## src/rtl/decoder_scan_n_pkg.sv

```systemverilog
// rtl/decoder_scan_n_pkg.sv - shared mode encodings and output-width helper for decoder_scan_n
//
// Purpose: common definitions used by the decoder_scan_n slice.
//   MODE_DIRECT / MODE_SCAN : encodings of the `mode` input.
//   out_w(sel_w)            : number of decoded lines for a given select width.
package decoder_scan_n_pkg;

  localparam logic MODE_DIRECT = 1'b0;
  localparam logic MODE_SCAN   = 1'b1;

  function automatic int out_w(input int sel_w);
    return 1 << sel_w;
  endfunction

endpackage

```

## src/rtl/decoder_scan_n_scan_prescaler.sv

```systemverilog
// rtl/decoder_scan_n_scan_prescaler.sv - programmable prescaler producing the scan step tick
//
// Purpose: counts enabled cycles and flags the cycle on which the count equals `div`,
// giving one step every div+1 enabled cycles.
// Ports:
//   clk    in  rising-edge clock
//   rst    in  synchronous active-high reset (count -> 0)
//   clear  in  force count to 0 on the next edge
//   enable in  advance the count (ignored while clear is high)
//   div    in  step period minus 1, sampled every cycle
//   tick   out high while count == div (combinational from the registered count)
module scan_prescaler #(
  parameter int DIV_W = 8
) (
  input  logic             clk,
  input  logic             rst,
  input  logic             clear,
  input  logic             enable,
  input  logic [DIV_W-1:0] div,
  output logic             tick
);

  logic [DIV_W-1:0] cnt_q;
  logic [DIV_W-1:0] cnt_d;

  assign tick = (cnt_q == div);

  // If div drops below the current count the compare simply misses and the
  // count runs on through its natural modulo-2**DIV_W wrap until it matches.
  always_comb begin
    cnt_d = cnt_q;
    if (clear) begin
      cnt_d = '0;
    end else if (enable) begin
      cnt_d = tick ? '0 : cnt_q + DIV_W'(1);
    end
  end

  always_ff @(posedge clk) begin
    if (rst) begin
      cnt_q <= '0;
    end else begin
      cnt_q <= cnt_d;
    end
  end

endmodule

```

## src/rtl/decoder_scan_n.sv

```systemverilog
// rtl/decoder_scan_n.sv - registered N-to-2^N one-hot decoder with direct and auto-scan modes
//
// Purpose: drives row/digit strobes either from `sel` (direct) or from a walking
// index advanced by a programmable prescaler (scan).
// Ports:
//   clk   in  rising-edge clock
//   rst   in  synchronous active-high reset
//   en    in  output enable; 0 forces all lines inactive and freezes idx/prescaler
//   mode  in  0 = direct decode, 1 = auto scan
//   sel   in  direct select index / preset value for load
//   load  in  scan mode: preset the index to sel
//   div   in  scan step period minus 1
//   y     out registered one-hot lines (inverted when ACTIVE_LOW = 1)
//   idx   out registered current index
//   wrap  out one-cycle pulse when the scan index rolls from OUT_W-1 to 0
module decoder_scan_n
  import decoder_scan_n_pkg::*;
#(
  parameter int SEL_W      = 2,
  parameter int DIV_W      = 8,
  parameter int ACTIVE_LOW = 0
) (
  input  logic                    clk,
  input  logic                    rst,
  input  logic                    en,
  input  logic                    mode,
  input  logic [SEL_W-1:0]        sel,
  input  logic                    load,
  input  logic [DIV_W-1:0]        div,
  output logic [out_w(SEL_W)-1:0] y,
  output logic [SEL_W-1:0]        idx,
  output logic                    wrap
);

  localparam int OUT_W = out_w(SEL_W);
  // XOR mask applied to the active-high decode; also the inactive/reset value of y.
  localparam logic [OUT_W-1:0] POL_MASK = (ACTIVE_LOW != 0) ? '1 : '0;

  logic [SEL_W-1:0] idx_q, idx_d;
  logic             wrap_q, wrap_d;
  logic [OUT_W-1:0] y_q, y_d;

  logic scan_run;
  logic psc_clear;
  logic tick;

  assign scan_run  = en && (mode == MODE_SCAN);
  // Direct mode pins the count at 0 so a later switch to scan starts a fresh period.
  assign psc_clear = en && ((mode == MODE_DIRECT) || load);

  scan_prescaler #(
    .DIV_W (DIV_W)
  ) u_prescaler (
    .clk    (clk),
    .rst    (rst),
    .clear  (psc_clear),
    .enable (scan_run),
    .div    (div),
    .tick   (tick)
  );

  always_comb begin
    idx_d  = idx_q;
    wrap_d = 1'b0;
    if (en) begin
      if (mode == MODE_DIRECT || load) begin
        idx_d = sel;
      end else if (tick) begin
        // OUT_W is a power of two, so the natural SEL_W-bit overflow is the modulo.
        idx_d  = idx_q + SEL_W'(1);
        wrap_d = &idx_q;
      end
    end
    y_d = (en ? (OUT_W'(1) << idx_d) : '0) ^ POL_MASK;
  end

  always_ff @(posedge clk) begin
    if (rst) begin
      idx_q  <= '0;
      wrap_q <= 1'b0;
      y_q    <= POL_MASK;
    end else begin
      idx_q  <= idx_d;
      wrap_q <= wrap_d;
      y_q    <= y_d;
    end
  end

  assign y    = y_q;
  assign idx  = idx_q;
  assign wrap = wrap_q;

endmodule

```

## config.mk

```make
export PLATFORM = sky130hd
export DESIGN_NAME = decoder_scan_n
export DESIGN_NICKNAME = d
export VERILOG_FILES = /design/src/rtl/decoder_scan_n_pkg.sv /design/src/rtl/decoder_scan_n_scan_prescaler.sv /design/src/rtl/decoder_scan_n.sv
export SDC_FILE = /design/constraint.sdc
export NUM_CORES = 1
export LEC_CHECK = 0
export BUFFER_PORTS_ARGS = -buffer_cell sky130_fd_sc_hd__buf_2
export CORE_ASPECT_RATIO = 1.5
export CORE_MARGIN = 2
export CORE_UTILIZATION = 30
export CTS_CLUSTER_DIAMETER = 50
export DETAILED_ROUTE_END_ITERATION = 12
export PLACE_DENSITY_LB_ADDON = 0.2
export SLEW_MARGIN = 20
export SYNTH_ARGS = -nofsm -noshare
export SYNTH_HDL_FRONTEND = slang
export SYNTH_SLANG_ARGS = --single-unit
```

## constraint.sdc

```tcl
create_clock -name clk -period 1.7 [get_ports clk]
set_input_delay 0.085 -clock clk [delete_from_list [all_inputs] [get_ports clk]]
set_output_delay 0.085 -clock clk [all_outputs]
set_load 0.01 [all_outputs]
```

== Word-level counts from Yosys, hierarchy flattened ==
Index checks and enable logic that the tools add are counted.
Operators by class
  $lt $le $gt $ge: 0
  bitwise operators: 3
  muxes and demuxes: 4
  add/sub/neg operators: 2
  eq/ne operators: 1
  reductions and logical operators: 7
  shifts and indexed selects: 1
  multipliers: 0
  divide/modulo/power cells: 0
Operators by type and width (number)
  8-bit by 1-bit adder with 8-bit output, second input constant: 1
  8-bit == test: 1
  8-bit 2-to-1 mux: 1
  2-bit 2-to-1 mux: 3
  2-bit OR reduction: 2
  4-bit OR reduction: 1
  1-bit by 2-bit left shift with 4-bit output, first input constant: 1
  1-bit inverter: 3
  2-bit by 1-bit adder with 2-bit output, second input constant: 1
  1-bit logical AND: 2
  2-bit AND reduction: 1
  1-bit logical OR: 1
Word-level totals
  input bits: 15
  register bits: 15
  logic and storage cells: 22
  bits in latches: 0
  ROM bits: 0
  memories kept: 0
  RAM bits: 0

== Longest topological paths before layout ==
Gate-level depths: netlist of run 1.
  depth after elaboration: 5
  gate-level depth with buffers: 6
  depth with buffers taken out: 6

== Modules after synthesis ==
Synthesis of run 1 repeated with hierarchy kept, for this count alone.
Second synthesis, totals
  cell total of the unflattened synthesis: 81
  area, all modules: 765.7 µm²
By module, submodules not included
  scan_prescaler: cells an instance 49, sequential area each 160.2 µm², instances 1, area an instance 447.9 µm²
  decoder_scan_n: cells an instance 32, sequential area each 140.1 µm², instances 1, area an instance 317.8 µm²

== Worst setup path after synthesis of run 1 ==
Ideal clock, no wire load.
  kind: register to register
  start point: register u_prescaler.cnt_q[0]
  end point: register y_q[1], in the netlist y[1]
  stages on the path, launching flop included: 6
  buffers on the path: 0
  required time: 1639 ps
  arrival time: 1526 ps
  setup slack: 112 ps
  library setup time: 61 ps
  path through: dfxtp_1 xnor2_1 nand4_1 or2_4 a311oi_4 and4b_1
On the way
  word-level cells in the longest chain between the ends: 5
RTL lines
  start: declaration: RTL line decoder_scan_n_scan_prescaler.sv:23  | logic [DIV_W-1:0] cnt_q;
  start signal: assignment: RTL line decoder_scan_n_scan_prescaler.sv:43  | cnt_q <= cnt_d;
  8-bit == test: RTL line decoder_scan_n_scan_prescaler.sv:26  | assign tick = (cnt_q == div);
  2-bit 2-to-1 mux: RTL line decoder_scan_n.sv:68  | end else if (tick) begin
  2-bit 2-to-1 mux: RTL line decoder_scan_n.sv:66  | if (mode == MODE_DIRECT || load) begin
  2-bit 2-to-1 mux: RTL line decoder_scan_n.sv:65  | if (en) begin
  1-bit by 2-bit left shift with 4-bit output: RTL line decoder_scan_n.sv:74  | y_d = (en ? (OUT_W'(1) << idx_d) : '0) ^ POL_MASK;
  end signal: assignment: RTL line decoder_scan_n.sv:85  | y_q <= y_d;
  end: declaration: RTL line decoder_scan_n.sv:41  | logic [OUT_W-1:0] y_q, y_d;
No other way between the ends.
A chain may end at the register's enable or synchronous reset.

== Worst setup path in the final report of run 1 ==
  start point: register u_prescaler.cnt_q[1]
  end point: register y_q[1], in the netlist y[1]
The elaborated chain is that of the path after synthesis.

==> metrics, run 1 <==
result of the run=finished, final reports clean; Net Switching=0.000188 W; area fraction of the dominant cell type after synthesis=38.2%; final hold vios=0; drt first pass iters=4; sequential power share=52.2%; hold buffer count at cts=0; arrival time at the worst endpoint=1.86 ns; register bit total from synthesis=15; final worst path period share=95.9%; class of the most critical setup path=reg -> reg; share of cells above drive strength 1=46.4%; async set-or-reset flop fraction in the synthesized netlist=0%; maximum number of pins on one net before global-route repair=15; path class of the lowest-slack min-delay path=in -> reg; RSZ-0062 raised after global routing=true; via count=736; maxcap violations=0; number of buffers inserted during clock tree synthesis=3; Gate power share=17.4%; final worst path period need=1.63 ns; layout net count=143; num ports=22; weighted congestion reported at the end of routability-driven placement=0.791; largest fanout of any net on the critical path=5; area leader, netlist=sky130_fd_sc_hd__dfxtp_1; floorplan row count=22; clock tree from TritonCTS=yes; portion of the post-synthesis area used by sequential elements=38.2%; hold slack final=0.0180 ns; clk root buf=sky130_fd_sc_hd__clkbuf_4; WL final=1.73 mm; number of library cell types mapped by synthesis=31; first-pass GRT wire length=2.78 mm; final slew viol count=0; CTS HTree Levels=1; net count after synthesis=105; main area contributors after synthesis=sky130_fd_sc_hd__dfxtp_1, sky130_fd_sc_hd__xnor2_1, sky130_fd_sc_hd__nor2_1; wire length per cell after detailed routing=11.6 um; kind of start point of the critical path=flip-flop; vertical die dimension=66.7 um; kind of end point of the critical path=flip-flop; Setup Viol. Count Final=0; DRC errors left=0; count of input and output buffers=21; largest buffer count on any clock path=2; Fin Clk Skew=0.00168 ns; cell count after synthesis=88; slew of the pin with the lowest slew margin=0.335 ns; yosys synthesis warning count=0; Final HPWL DP=1.32 mm; area growth from synthesis to final layout=39.4%; synthesized area per cell=8.94 um^2; filler cell count=262; initial antenna violation count=0; Initial Utilization=31.8%; clock transition at the registers of the reported paths=0.10 ns; count of inserted antenna diode cells=0; sum of overflow across all layers after global routing=0; number of enable flip-flop cells after synthesis=0; Chip Width=45.8 um; peak clock frequency supported by timing=0.614 GHz; full die area=0.00306 mm^2; Syn Std Cell Area=787 um^2; share of power burned in the clock network=30.4%; worst-skew pair later-pin latency=0.28 ns; leakage power total=0.469 nW; via count of the first global-routing pass=709; top flip-flop cell by instance count after synthesis=sky130_fd_sc_hd__dfxtp_1; internal power of the cells=0.000508 W; number of antenna-violating nets in the routed design=0; ratio of routed vias to standard cells=4.94; total negative slack=0 ns; initial detailed-routing violation count=10; headroom to the max-slew limit=77.7%; Power Density=635 mW/mm^2; share of total power consumed by net switching=27.0%; combined global-route utilization of all metal layers=12.7%; data required time of the worst path=1.93 ns; core area=0.00248 mm^2; CTS Sinks=15; highest ir drop seen on vdd=0.423 mV
repair_timing:
action                                  CTS  global route
buffers inserted                          0             4
gates resized for setup                   0            14
pin swaps                                 1            11
endpoints found under the setup margin    2            12
critical path: stages, from the launching register on:
cell	delay [ns]
sky130_fd_sc_hd__dfxtp_2	0.34
sky130_fd_sc_hd__xnor2_1	0.14
sky130_fd_sc_hd__nand4_1	0.18
sky130_fd_sc_hd__or2_4	0.30
sky130_fd_sc_hd__a311oi_4	0.39
sky130_fd_sc_hd__and4b_1	0.23
kinds of logic (layout without fill, tap and decap cells):
logic type	after synthesis	count (layout)	share of synthesized area, %
simple gates	39	39	26.4
compound gates	14	14	13.4
flops	15	15	38.2
buf+inv	4	41	3.34
fa+ha+maj	2	2	3.18
xor+xnor	14	14	15.6
per-stage QoR:
step           cell area (um^2)  util, %  instances  power [W]  worst slack [ns]
6_report                   1100     44.3        149   0.000697            0.0701
5_1_grt                    1100     44.3        149   0.000736           -0.0573
2_1_floorplan               787        -         88   0.000435             0.112
4_1_cts                    1010     40.6        145   0.000696            0.0346
3_5_place_dp                978     39.5        141   0.000480           -0.0213
3_3_place_gp                978     39.5        141   0.000479            0.0146
worst paths after layout:
check,startpoint,endpoint,slack [ns],cells after the start
max reg2reg,u_prescaler.cnt_q[1],y[1],0.07,5
min,rst,idx[0],0.02,2
max,u_prescaler.cnt_q[1],y[1],0.07,5
min reg2reg,u_prescaler.cnt_q[7],u_prescaler.cnt_q[7],0.55,2
registers in the layout, indices dropped and copies added (netlist names):
register and flops:
wrap 1, u_prescaler.cnt_q 8, y 4, idx 2
cell usage in the layout (no fill, tap or decap), types with 3 or more instances in the layout:
| cell type | netlist | final |
|---|---|---|
| sky130_fd_sc_hd__nand3_1 | 5 | 5 |
| sky130_fd_sc_hd__buf_4 | 1 | 14 |
| sky130_fd_sc_hd__dfxtp_2 | 0 | 6 |
| sky130_fd_sc_hd__dfxtp_1 | 15 | 9 |
| sky130_fd_sc_hd__o21ai_0 | 5 | 5 |
| sky130_fd_sc_hd__nand2_1 | 8 | 8 |
| sky130_fd_sc_hd__nor2_1 | 10 | 10 |
| sky130_fd_sc_hd__buf_2 | 0 | 21 |
| sky130_fd_sc_hd__clkbuf_4 | 0 | 3 |
| sky130_fd_sc_hd__a21oi_1 | 3 | 3 |
| sky130_fd_sc_hd__xnor2_1 | 12 | 5 |
| sky130_fd_sc_hd__nor3_1 | 3 | 3 |
| sky130_fd_sc_hd__xnor2_2 | 0 | 7 |
layout make-up:
cell class              instances  area (um^2)  area share [%]
flip-flops and latches         15          308            28.1
multi-input cells              69          514            46.9
inverters                       2         7.51           0.684
repair buffers                 35          210            19.2
clock inverters                 1         5.00           0.456
well taps                      24         30.0            2.74
clock buffers                   3         22.5            2.05
cell usage after synthesis, types with 2 or more instances:
library cell / n
sky130_fd_sc_hd__dfxtp_1: 15
sky130_fd_sc_hd__xnor2_1: 12
sky130_fd_sc_hd__nor2_1: 10
sky130_fd_sc_hd__nand2_1: 8
sky130_fd_sc_hd__nand3_1: 5
sky130_fd_sc_hd__o21ai_0: 5
sky130_fd_sc_hd__a21oi_1: 3
sky130_fd_sc_hd__nor3_1: 3
sky130_fd_sc_hd__ha_1: 2
sky130_fd_sc_hd__inv_1: 2
sky130_fd_sc_hd__or3_1: 2
sky130_fd_sc_hd__xor2_1: 2
metal layers:
layer	vias up	global-route usage (%)	routed length, um
li1	378	-	-
met2	15	22.5	945
met1	341	12.6	673
met3	2	2.17	85
met4	0	8.57	22
met5	-	0	0
power groups by stage:
stage | Combinational [W] | Clock (W) | Sequential (W)
2_1_floorplan | 0.0000573 | 0 | 0.000378
3_3_place_gp | 0.000108 | 0 | 0.000372
3_5_place_dp | 0.000108 | 0 | 0.000372
4_1_cts | 0.000109 | 0.000223 | 0.000363
5_1_grt | 0.000134 | 0.000237 | 0.000365
6_report | 0.000121 | 0.000212 | 0.000364
(Power assumes the default switching activity.)
==> inputs of run 2 (changes only) <==
Settings changed: SYNTH_HIERARCHICAL from default to 1.
==> run 2 against run 1 <==
Against the previous run: synthesized cell count is 8.0% lower; clock skew is 0.00083 ns higher; via count is 11% lower; first-iteration DRC count is 40% lower; die area is 2.5% lower; sequential cell count stayed put; sequential share of layout area is 2.9 points higher; register-to-register slack better by 0.08 ns; largest power group unchanged.
==> metrics, run 2 <==
result of the run=finished, final reports clean; maximum number of pins on one net before global-route repair=10; most repeated cell in the gate-level netlist after synthesis=sky130_fd_sc_hd__nor2_1; highest ir drop seen on vdd=0.297 mV; num ports=22; combined global-route utilization of all metal layers=12.5%; number of buffers inserted to repair setup after CTS=0; area growth from synthesis to final layout=27.9%; Max stage delay cell, worst path=sky130_fd_sc_hd__or3b_1; crit path cell chain=xnor2_1 > nand4_1 > nor2_1 > nor2_1 > o2bb2ai_2 > or3b_1 > nor2b_1; basic-gate share of the synthesized area counting and, or, nand and nor cells=26.1%; top flip-flop cell by instance count after synthesis=sky130_fd_sc_hd__dfxtp_1; worst hold path cell count=3; maxcap violations=0; kind of end point of the critical path=flip-flop; Post-Synth Adder-Cell Area=3.27%; first-pass GRT wire length=2.64 mm; main combinational cell family by area after synthesis=simple AND/OR/NAND/NOR gates; CTS HTree Levels=1; Chip Width=45.3 um; floorplan row count=22; kind of start point of the critical path=flip-flop; class of the most critical setup path=reg -> reg; net count after synthesis=98; full die area=0.00298 mm^2; CP most frequent cell=sky130_fd_sc_hd__nor2_1; Final HPWL DP=1.18 mm; yosys synthesis warning count=6; slew of the pin with the lowest slew margin=0.401 ns; final cell utilization of the core=40.0%; Fin Clk Skew=0.00252 ns; number of library cell types mapped by synthesis=27; share of cells above drive strength 1=35.4%; final worst path period need=1.55 ns; worst hold path startpoint=mode; final hold vios=0; CTS Sinks=15; multiplexer area fraction after synthesis=1.31%; final worst path period share=91.3%; ratio of routed vias to standard cells=4.76; sum of overflow across all layers after global routing=0; weighted congestion reported at the end of routability-driven placement=0.828; number of enable flip-flop cells after synthesis=0; cell count after synthesis=81; number of buffers inserted during clock tree synthesis=3; pre-CTS WS=0.0965 ns; synthesized area per cell=9.45 um^2; total negative slack=0 ns; leading cell type in the layout, fill and taps excluded=sky130_fd_sc_hd__buf_2; wire length per cell after detailed routing=11.0 um; Worst R2R Path Depth=7; drt first pass iters=4; initial detailed-routing violation count=6; clock tree from TritonCTS=yes; layout net count=131; data required time of the worst path=1.93 ns; clk root buf=sky130_fd_sc_hd__clkbuf_4; leading post-synthesis cells by instance count=sky130_fd_sc_hd__nor2_1, sky130_fd_sc_hd__dfxtp_1, sky130_fd_sc_hd__xnor2_1; path class of the lowest-slack min-delay path=in -> reg; largest buffer count on any clock path=2; hold-critical path endpoint=wrap; Syn Std Cell Area=766 um^2; via count=652; most used cells in the layout excluding fill and tap cells=sky130_fd_sc_hd__buf_2, sky130_fd_sc_hd__nor2_1, sky130_fd_sc_hd__dfxtp_1, sky130_fd_sc_hd__xnor2_1, sky130_fd_sc_hd__buf_4; number of antenna-violating nets in the routed design=0; Synth Area in Compound Gates=10.1%; parity-gate share of the synthesized area counting xor and xnor cells=17.2%; register bit total from synthesis=15; count of inserted antenna diode cells=0; initial antenna violation count=0; via count of the first global-routing pass=635; arrival time at the worst endpoint=1.78 ns; number of flip-flops in the largest register=8; r2r startpoint=u_prescaler/cnt_q[5]; async set-or-reset flop fraction in the synthesized netlist=0%; area leader, netlist=sky130_fd_sc_hd__dfxtp_1; crit-path max cell delay=0.39 ns; vertical die dimension=65.9 um; flop2flop setup slack=0.15 ns; Initial Utilization=31.3%; Power Density=688 mW/mm^2; main area contributors after synthesis=sky130_fd_sc_hd__dfxtp_1, sky130_fd_sc_hd__xnor2_1, sky130_fd_sc_hd__nor2_1; largest fanout of any net on the critical path=4; leakage power total=0.413 nW; DRC errors left=0; Setup Viol. Count Final=0; peak clock frequency supported by timing=0.644 GHz; area fraction of the dominant cell type after synthesis=39.2%; RSZ-0062 raised after global routing=false; worst-skew pair later-pin latency=0.28 ns; end of the worst register-to-register path=y[2]; headroom to the max-slew limit=73.3%; core area=0.00245 mm^2; clock transition at the registers of the reported paths=0.09 ns; portion of the post-synthesis area used by sequential elements=39.2%; WL final=1.51 mm; Top reg by flops=u_prescaler/cnt_q; final worst slack=0.148 ns; final slew viol count=0; count of input and output buffers=21
run 2: changes by cell type after synthesis, moves of 2 or more:
cell | before | now
sky130_fd_sc_hd__nor2_1 | 10 | 17
sky130_fd_sc_hd__nand2_1 | 8 | 4
sky130_fd_sc_hd__nand3_1 | 5 | 1
sky130_fd_sc_hd__nand4_1 | 1 | 5
sky130_fd_sc_hd__o21ai_0 | 5 | 1
sky130_fd_sc_hd__a21oi_1 | 3 | 0
sky130_fd_sc_hd__nor3_1 | 3 | 1
sky130_fd_sc_hd__or3_1 | 2 | 0
sky130_fd_sc_hd__xor2_1 | 2 | 4
run 2: worst max-delay path, delay by kind of cell, from the launching register on:
family          cells  cell delay (ns)
compound gates      1             0.13
xor+xnor            1             0.15
flops               1             0.35
simple gates        5             0.86
run 2: layout make-up:
type                       instances  area (um^2)
inverter                           2         7.51
tap                               24         30.0
sequential                        15          303
clock inverter                     1         5.00
timing repair buffer              29          168
fill                             243         1470
multi-input combinational         63          444
clock buffer                       3         22.5
run 2: worst max-delay path by stage:
stage	cells after the start	slack, ns	start	endpoint
floorplan	7	0.05	u_prescaler/cnt_q[2]	y[2]
global placement	7	0.1	u_prescaler/cnt_q[5]	y[2]
detailed placement	7	0.1	u_prescaler/cnt_q[5]	y[2]
CTS	7	0.08	u_prescaler/cnt_q[5]	y[2]
global route	7	0.04	u_prescaler/cnt_q[5]	y[3]
finish	7	0.15	u_prescaler/cnt_q[5]	y[2]
run 2: layer usage:
layer / vias up / global-route usage [%] / wire length [um]
li1: 341 / - / -
met1: 292 / 12.3 / 606
met2: 17 / 21.3 / 792
met3: 2 / 3.83 / 87
met4: 0 / 8.82 / 19
met5: - / 0 / 0
run 2: logic make-up after synthesis:
family	Yosys count
xor gates and xnor gates	15
adders and majority gates	2
AOI/OAI and AO/OA	7
buffers and inverters	3
DFF	15
and+or+nand+nor	38
muxes	1
run 2: timing repair:
action	CTS	global route
hold endpoints to repair	2	0
hold buffers	1	0
gates resized for setup	0	2
endpoints found under the setup margin	0	1
run 2: through the flow:
step                cell area (um^2)  hold slack [ns]  std cells  total power (W)
CTS                              977           0.0668        137         0.000694
detailed placement               940            0.305        132         0.000474
global route                     980           0.0659        137         0.000727
finish                           980           0.0870        137         0.000674
global placement                 940            0.303        132         0.000474
floorplan                        766            0.157         81         0.000434
run 2: power breakdown:
part	leakage, nW	internal, W	switching, W
logic	0.273	0.0000511	0.0000488
registers	0.123	0.000360	0.00000660
clock network	0.0177	0.0000874	0.000120
==> inputs of run 3 (changes only) <==
Settings changed: CORE_ASPECT_RATIO 1.5 to 0.75, PLACE_DENSITY_LB_ADDON 0.2 to default.
==> run 3 against run 2 <==
Against the previous run: first-iteration DRC count grew to 4.8 times the previous value; power rose by 2.9%; final area grew 8.8%; global-route usage down 1.1 points; clock skew up 0.0068 ns; non-clock buffer count rose by 2; critical path type unchanged; largest cell class unchanged.
==> metrics, run 3 (synthesis gave the netlist of run 2 again) <==
Power Density=651 mW/mm^2; via count=664; final slew viol count=0; met2 usage=15.7%; most used cells in the layout excluding fill and tap cells=sky130_fd_sc_hd__buf_2, sky130_fd_sc_hd__nor2_1, sky130_fd_sc_hd__dfxtp_1, sky130_fd_sc_hd__buf_4, sky130_fd_sc_hd__xnor2_1; number of buffers inserted during clock tree synthesis=3; maximum number of pins on one net before global-route repair=9; number of flip-flops in the largest register=8; core area=0.00236 mm^2; area growth from synthesis to final layout=39.2%; leading cell type in the layout, fill and taps excluded=sky130_fd_sc_hd__buf_2; clock tree from TritonCTS=yes; class of the most critical setup path=reg -> reg; path class of the lowest-slack min-delay path=in -> reg; Final HPWL DP=1.26 mm; count of inserted antenna diode cells=0; grt met1 use=15.5%; Top reg by flops=u_prescaler/cnt_q; wire length per cell after detailed routing=11.5 um; drt first pass iters=4; filler cell count=244; combined global-route utilization of all metal layers=11.4%; met3 track utilization from global routing=5.65%; data required time of the worst path=1.93 ns; count of input and output buffers=21; weighted congestion reported at the end of routability-driven placement=0.732; via count of the first global-routing pass=553; CTS Sinks=15; vertical die dimension=47.8 um; clock transition at the registers of the reported paths=0.10 ns; total power=0.000694 W; first-pass GRT wire length=2.50 mm; Storage cell area=313 um^2; instance count after placement with tap cells included=141; Fin Clk Skew=0.00935 ns; result of the run=finished, final reports clean; layout net count=133; CTS HTree Levels=1; critical path buffer and inverter count=0; final worst path period need=1.63 ns; headroom to the max-slew limit=73.0%; multi-input gate area in the final layout=490 um^2; clk root buf=sky130_fd_sc_hd__clkbuf_4; crit path cell chain=xnor2_2 > nand4_1 > nor2_2 > nor2_1 > o2bb2ai_2 > or3b_1 > nor2b_1; full die area=0.00298 mm^2; kind of end point of the critical path=flip-flop; initial detailed-routing violation count=29; sum of overflow across all layers after global routing=0; Chip Width=62.3 um; floorplan row count=15; Setup Viol. Count Final=0; arrival time at the worst endpoint=1.87 ns; Initial Utilization=32.4%; largest buffer count on any clock path=2; family with the most delay on the worst path=simple AND/OR/NAND/NOR gates; worst-skew pair later-pin latency=0.30 ns; kind of start point of the critical path=flip-flop; Max stage delay cell, worst path=sky130_fd_sc_hd__or3b_1; slew of the pin with the lowest slew margin=0.405 ns; peak clock frequency supported by timing=0.613 GHz; leakage power total=0.446 nW; final worst slack=0.0677 ns; WL final=1.71 mm; final worst path period share=96.0%; share of cells above drive strength 1=46.1%; crit-path max cell delay=0.39 ns; highest ir drop seen on vdd=0.305 mV; number of standard cells in the final layout excluding fillers=149; DRC errors left=0; final hold vios=0; Most Crowded Layer GR=met2; largest fanout of any net on the critical path=3; initial antenna violation count=0; num ports=22; number of antenna-violating nets in the routed design=0; maxcap violations=0; pre-CTS WS=0.0679 ns; ratio of routed vias to standard cells=4.46
run 3: where the power goes:
part / internal [W] / switching, W / leakage [nW]
Clock: 0.0000915 / 0.000126 / 0.0150
Combinational: 0.0000573 / 0.0000551 / 0.305
Sequential: 0.000357 / 0.00000727 / 0.125
run 3: per-layer routing:
layer	routed length, um	share of wire, %	vias up
met4	14	0.82	0
met5	0	0	-
li1	-	-	343
met3	86	5.0	3
met2	764	45	15
met1	847	49	303
run 3: cell type report:
| class | instances | area share [%] |
|---|---|---|
| repair buffers | 31 | 17.5 |
| flip-flops and latches | 15 | 29.3 |
| well taps | 34 | 3.99 |
| multi-input cells | 63 | 46.0 |
| clock buffers | 4 | 2.46 |
| inverters | 2 | 0.704 |
run 3: per-stage QoR:
step	util (%)	setup TNS [ns]	instance area [um^2]	hold WS [ns]
after CTS	41.5	0	981	0.0662
after global placement	39.9	0	945	0.301
after floorplan	-	0	766	0.157
after global routing	45.1	-0.108	1070	0.0727
after detailed placement	39.9	0	945	0.298
final	45.1	0	1070	0.0741
run 3: what timing repair did:
| item | CTS | global route |
|---|---|---|
| hold buffers | 1 | 0 |
| endpoints found under the hold margin | 2 | 0 |
| setup endpoints to repair | 0 | 5 |
| gates resized for setup | 0 | 18 |
| buffers inserted | 0 | 3 |
run 3: worst register-to-register path: stages (launching register included):
cell and delay, ns:
sky130_fd_sc_hd__dfxtp_4 0.37, sky130_fd_sc_hd__xnor2_2 0.16, sky130_fd_sc_hd__nand4_1 0.16, sky130_fd_sc_hd__nor2_2 0.19, sky130_fd_sc_hd__nor2_1 0.07, sky130_fd_sc_hd__o2bb2ai_2 0.13, sky130_fd_sc_hd__or3b_1 0.40, sky130_fd_sc_hd__nor2b_1 0.11
run 3: path summary, 6_finish.rpt:
kind / startpoint / end / slack [ns] / cells after the start
worst max register to register: u_prescaler/cnt_q[4] / y[2] / 0.07 / 7
worst max-delay path: u_prescaler/cnt_q[4] / y[2] / 0.07 / 7
worst min register to register: u_prescaler/cnt_q[7] / u_prescaler/cnt_q[7] / 0.54 / 2
worst min-delay path: mode / wrap / 0.07 / 3
